--- config.mk ---
export PLATFORM = sky130hd
export DESIGN_NAME = spi_master_ctrl
export DESIGN_NICKNAME = d
export VERILOG_FILES = /design/src/rtl/spi_master_ctrl.sv
export SDC_FILE = /design/constraint.sdc
export NUM_CORES = 1
export LEC_CHECK = 0
export ABC_AREA = 1
export CORE_MARGIN = 2
export CORE_UTILIZATION = 55
export CTS_CLUSTER_DIAMETER = 30
export DETAILED_ROUTE_END_ITERATION = 6
export PLACE_DENSITY = 0.8
export SYNTH_ARGS = -nofsm -noshare
export SYNTH_HDL_FRONTEND = slang
export SYNTH_SLANG_ARGS = --single-unit
--- constraint.sdc ---
create_clock -name clk -period 1.97 [get_ports clk]
set_input_delay 0.2955 -clock clk [delete_from_list [all_inputs] [get_ports clk]]
set_output_delay 0.2955 -clock clk [all_outputs]
set_load 0.03 [all_outputs]
--- src/rtl/spi_master_ctrl.sv ---
// SPI master, mode 0 (CPOL=0, CPHA=0), MSB first, with a start/busy/done
// handshake towards the command logic and a single-frame shift engine.
module spi_master_ctrl #(
    parameter int DATA_W  = 16,
    parameter int CLK_DIV = 4
) (
    input  logic              clk,
    input  logic              rst,
    input  logic              start,
    input  logic [DATA_W-1:0] tx_data,
    output logic              busy,
    output logic              done,
    output logic [DATA_W-1:0] rx_data,
    output logic              ss_m,
    output logic              sclk_m,
    output logic              mosi_m,
    input  logic              miso_m
);

    localparam int CNT_W = $clog2(CLK_DIV + 1);
    localparam int BIT_W = $clog2(DATA_W + 1);
    localparam logic [CNT_W-1:0] CNT_LOAD = CNT_W'(CLK_DIV - 1);
    localparam logic [BIT_W-1:0] BIT_LAST = BIT_W'(DATA_W);

    typedef enum logic [1:0] {
        IDLE,
        SETUP,
        SHIFT,
        HOLD
    } state_t;

    state_t            state, state_nxt;
    logic [CNT_W-1:0]  cnt, cnt_nxt;
    logic [BIT_W-1:0]  bit_cnt, bit_cnt_nxt;
    logic [DATA_W-1:0] shift_tx, shift_tx_nxt;
    logic [DATA_W-1:0] shift_rx, shift_rx_nxt;
    logic [DATA_W-1:0] shift_tx_adv, shift_rx_smp;
    logic [DATA_W-1:0] rx_data_nxt;
    logic              busy_nxt, done_nxt, ss_nxt, sclk_nxt, mosi_nxt;
    logic              phase_end;

    // Next-state and registered-output logic; every phase lasts CLK_DIV cycles.
    always_comb begin
        state_nxt    = state;
        cnt_nxt      = (cnt == '0) ? CNT_LOAD : cnt - CNT_W'(1);
        bit_cnt_nxt  = bit_cnt;
        shift_tx_nxt = shift_tx;
        shift_rx_nxt = shift_rx;
        rx_data_nxt  = rx_data;
        busy_nxt     = busy;
        done_nxt     = 1'b0;
        ss_nxt       = ss_m;
        sclk_nxt     = sclk_m;
        mosi_nxt     = mosi_m;
        phase_end    = (cnt == '0);
        shift_tx_adv = shift_tx << 1;
        shift_rx_smp = (shift_rx << 1) | DATA_W'(miso_m);

        unique case (state)
            IDLE: begin
                cnt_nxt = CNT_LOAD;
                if (start) begin
                    shift_tx_nxt = tx_data;
                    shift_rx_nxt = '0;
                    bit_cnt_nxt  = '0;
                    busy_nxt     = 1'b1;
                    ss_nxt       = 1'b0;
                    mosi_nxt     = tx_data[DATA_W-1];
                    state_nxt    = SETUP;
                end
            end
            SETUP: begin
                if (phase_end) begin
                    sclk_nxt     = 1'b1;
                    shift_rx_nxt = shift_rx_smp;
                    bit_cnt_nxt  = BIT_W'(1);
                    state_nxt    = SHIFT;
                end
            end
            SHIFT: begin
                // The low half-period after the last falling edge is spent here,
                // so HOLD ends at E0 + CLK_DIV*(2*DATA_W+2).
                if (phase_end) begin
                    if (sclk_m) begin
                        sclk_nxt = 1'b0;
                        if (bit_cnt != BIT_LAST) begin
                            shift_tx_nxt = shift_tx_adv;
                            mosi_nxt     = shift_tx_adv[DATA_W-1];
                        end
                    end else if (bit_cnt == BIT_LAST) begin
                        state_nxt = HOLD;
                    end else begin
                        sclk_nxt     = 1'b1;
                        shift_rx_nxt = shift_rx_smp;
                        bit_cnt_nxt  = bit_cnt + BIT_W'(1);
                    end
                end
            end
            HOLD: begin
                if (phase_end) begin
                    ss_nxt      = 1'b1;
                    done_nxt    = 1'b1;
                    busy_nxt    = 1'b0;
                    mosi_nxt    = 1'b0;
                    rx_data_nxt = shift_rx;
                    state_nxt   = IDLE;
                end
            end
            default: state_nxt = IDLE;
        endcase
    end

    // State, counters, shift registers and pins; synchronous active-high reset.
    always_ff @(posedge clk) begin
        if (rst) begin
            state    <= IDLE;
            cnt      <= '0;
            bit_cnt  <= '0;
            shift_tx <= '0;
            shift_rx <= '0;
            rx_data  <= '0;
            busy     <= 1'b0;
            done     <= 1'b0;
            ss_m     <= 1'b1;
            sclk_m   <= 1'b0;
            mosi_m   <= 1'b0;
        end else begin
            state    <= state_nxt;
            cnt      <= cnt_nxt;
            bit_cnt  <= bit_cnt_nxt;
            shift_tx <= shift_tx_nxt;
            shift_rx <= shift_rx_nxt;
            rx_data  <= rx_data_nxt;
            busy     <= busy_nxt;
            done     <= done_nxt;
            ss_m     <= ss_nxt;
            sclk_m   <= sclk_nxt;
            mosi_m   <= mosi_nxt;
        end
    end

endmodule

==> flow_summary.yaml <==
worst_setup_path:
  end_kind: "register"
  critPathRequiredTime_ps: 2210
  crit_arrival_ps: 2040
  critical_path_class: "register to register"
  cp_max_fo: 37
  critPathLaunchType: "register"
route:
  wire_per_inst_um: 11.43
  postRouteWirelength_um: 6389
  vias: 2772
  firstDrtPassIters: 5
  drc_errors: 0
  drt_iter0_drc: 248
  ant_nets: 0
  via_per_inst: 4.959
synth:
  yosys_register_bits: 62
  yosysSeqAreaShare_pct: 40.39
  syn_area_per_cell_um2: 6.952
  yosysMostFrequentCell: "nand2_1"
  syn_nets: 470
  yosysUniqueCellTypes: 23
  synth_area_leaders: "dfxtp_1 40%, nand2_1 14%, inv_1 8.3%"
  ys.flop_type: "dfxtp_1"
  synth_top_area_share_pct: 40.39
  yosys_warnings: 0
  yosysTopAreaCell: "dfxtp_1"
  netlist_instances: 442
  ys_top_cells_by_count: "111 x nand2_1, 68 x inv_1, 62 x dfxtp_1"
  synthArstFlopShare_pct: 0
  syn_area_um2: 3073
  synth_edf_count: 0
timing:
  tightest_slew_ps: 496.6
  period_share_pct: 91.21
  slew_violations: 0
  fmax_ghz: 0.5565
  rsz0062_at_grt: "false"
  fin_setup_tns_ps: 0
  min_period_ps: 1797
  finalSetupViolCount: 0
  hold_viol_final: 0
  finClkSkew_ps: 7.872
  maxSlewHeadroom_pct: 66.81
global_routing:
  top_usage_layer: "met2"
  grt_pass1_wl_um: 10890
  grtUsageMet2_pct: 35.04
  grtUsageMet1_pct: 27.81
  antenna_found_initial: 0
  grt_max_degree: 42
  first_global_vias: 2569
  grtUsageTotal_pct: 21.87
  met3_usage_pct: 6.023
  overflow: 0
placed_design:
  dp_hpwl_um: 4178
  place_congestion: 0.8392
  placed_cell_area_um2: 3482
  portBuffers: 40
die:
  dieArea_um2: 6201
  num_rows: 27
  io_pins: 41
  die_w_um: 78.75
  start_util_pct: 56.50
  dieHeight_um: 78.75
  core_area_um2: 5439
cts:
  cts_tree: "built"
  numCtsBuffers: 9
  ctsLongestPathBuffers: 2
  htreeDepth: 3
  clock_latency_ps: 340
  cts.sinks: 62
  cts-root-buf: "clkbuf_8"
  clk_pin_slew_ps: 70
finish:
  drive_gt1_share_pct: 7.187
  syn2layout_area_growth_pct: 21.54
  fin_area_um2: 3735
  nets: 510
  antenna_cells: 0
  fillers: 457
run:
  maxCapViolations: 0
power_and_ir_drop:
  power_density_nw_per_um2: 1578
  peakVddDrop_v: 0.0007587
  p_leak_nw: 1.701
worst_hold_path:
  hold_class: "register to register"
outcome:
  status: "finished clean"
-- sequential cells by signal (all words and copies together) (netlist names) --
signal / cells
rx_data: 16
shift_rx: 16
shift_tx: 15
bit_cnt: 5
cnt: 3
state: 2
busy: 1
done: 1
mosi_m: 1
sclk_m: 1
ss_m: 1
-- timing repair --
item | CTS | global route
gates resized for setup | 0 | 1
buffers inserted | 0 | 4
hold buffers | 0 | 0
setup endpoints to repair | 0 | 21
-- logic make-up (layout without fill, tap and decap cells) --
logic type,count (synthesis),in the layout,synth area share [%]
AO/OA/AOI/OAI,47,47,7.940
buffers and inverters,90,135,13.07
multiplexers,14,14,4.560
AND/OR/NAND/NOR,220,220,30.50
flip-flops,62,62,40.39
XOR/XNOR,1,1,0.2851
adder cells (fa/ha/maj),8,8,3.257
-- power by group --
group	leakage (nW)	internal, W	switching (W)
registers	0.509	0.00169	0.000325
logic	1.09	0.00106	0.00168
clock network	0.0996	0.000652	0.000482
-- worst max-delay path, stage by stage (launching register included) --
cell and delay [ps]:
dfxtp_1 410, inv_1 90, ha_1 280, nand2_1 150
nand2_1 110, nor2_4 230, nand2_8 180, a21oi_1 190
nor2_1 50
-- per-stage QoR --
stage               hold WS, ps  setup WS, ps  power (W)  instances  utilization (%)
finish                    461.0         173.2   0.005894        559            68.67
floorplan                 372.3         414.1   0.004150        442                -
global placement          449.4         178.0   0.004480        539            64.02
global route              470.5         11.42   0.006415        559            68.67
CTS                       460.0         118.1   0.005778        555            67.72
detailed placement        447.0         112.2   0.004581        539            64.02
-- worst paths after layout --
check | startpoint | depth (start not counted) | endpoint | slack [ps]
setup / recovery | state[0] | 8 | shift_rx[9] | 170
hold / removal | rx_data[14] | 2 | rx_data[14] | 460
setup reg to reg | state[0] | 8 | shift_rx[9] | 170
hold reg to reg | rx_data[14] | 2 | rx_data[14] | 460
-- final cells by class --
type	count	area (um2)	share of cell area, %
flip-flops and latches	62	1241	33.23
repair buffers	51	508.0	13.60
clock buffers	13	158.9	4.255
multi-input cells	290	1439	38.53
inverters	68	255.2	6.834
clock inverters	3	42.54	1.139
well taps	72	90.09	2.412
-- per-layer routing --
layer / vias up / wire [um]
met5: - / 0
met4: 0 / 122
met3: 14 / 283
met2: 52 / 3024
met1: 1260 / 2959
li1: 1446 / -
-- layout by cell type, fill, tap and decap left out, drive strengths merged --
| cell | synthesis | routed |
|---|---|---|
| nor4 | 1 | 1 |
| a21oi | 41 | 41 |
| clkinvlp | 0 | 1 |
| nand4 | 2 | 2 |
| nand3 | 43 | 43 |
| nand2 | 117 | 117 |
| nor2 | 57 | 57 |
| inv | 68 | 68 |
| a22oi | 1 | 1 |
| clkdlybuf4s50 | 0 | 40 |
| buf | 18 | 11 |
| xnor2 | 1 | 1 |
| o211ai | 2 | 2 |
| o21ai | 2 | 2 |
| mux2i | 14 | 14 |
| a31oi | 1 | 1 |
| bufinv | 0 | 1 |
| ha | 8 | 8 |
| clkbuf | 4 | 13 |
| dfxtp | 62 | 62 |
| clkinv | 0 | 1 |
(Power assumes the default switching activity.)
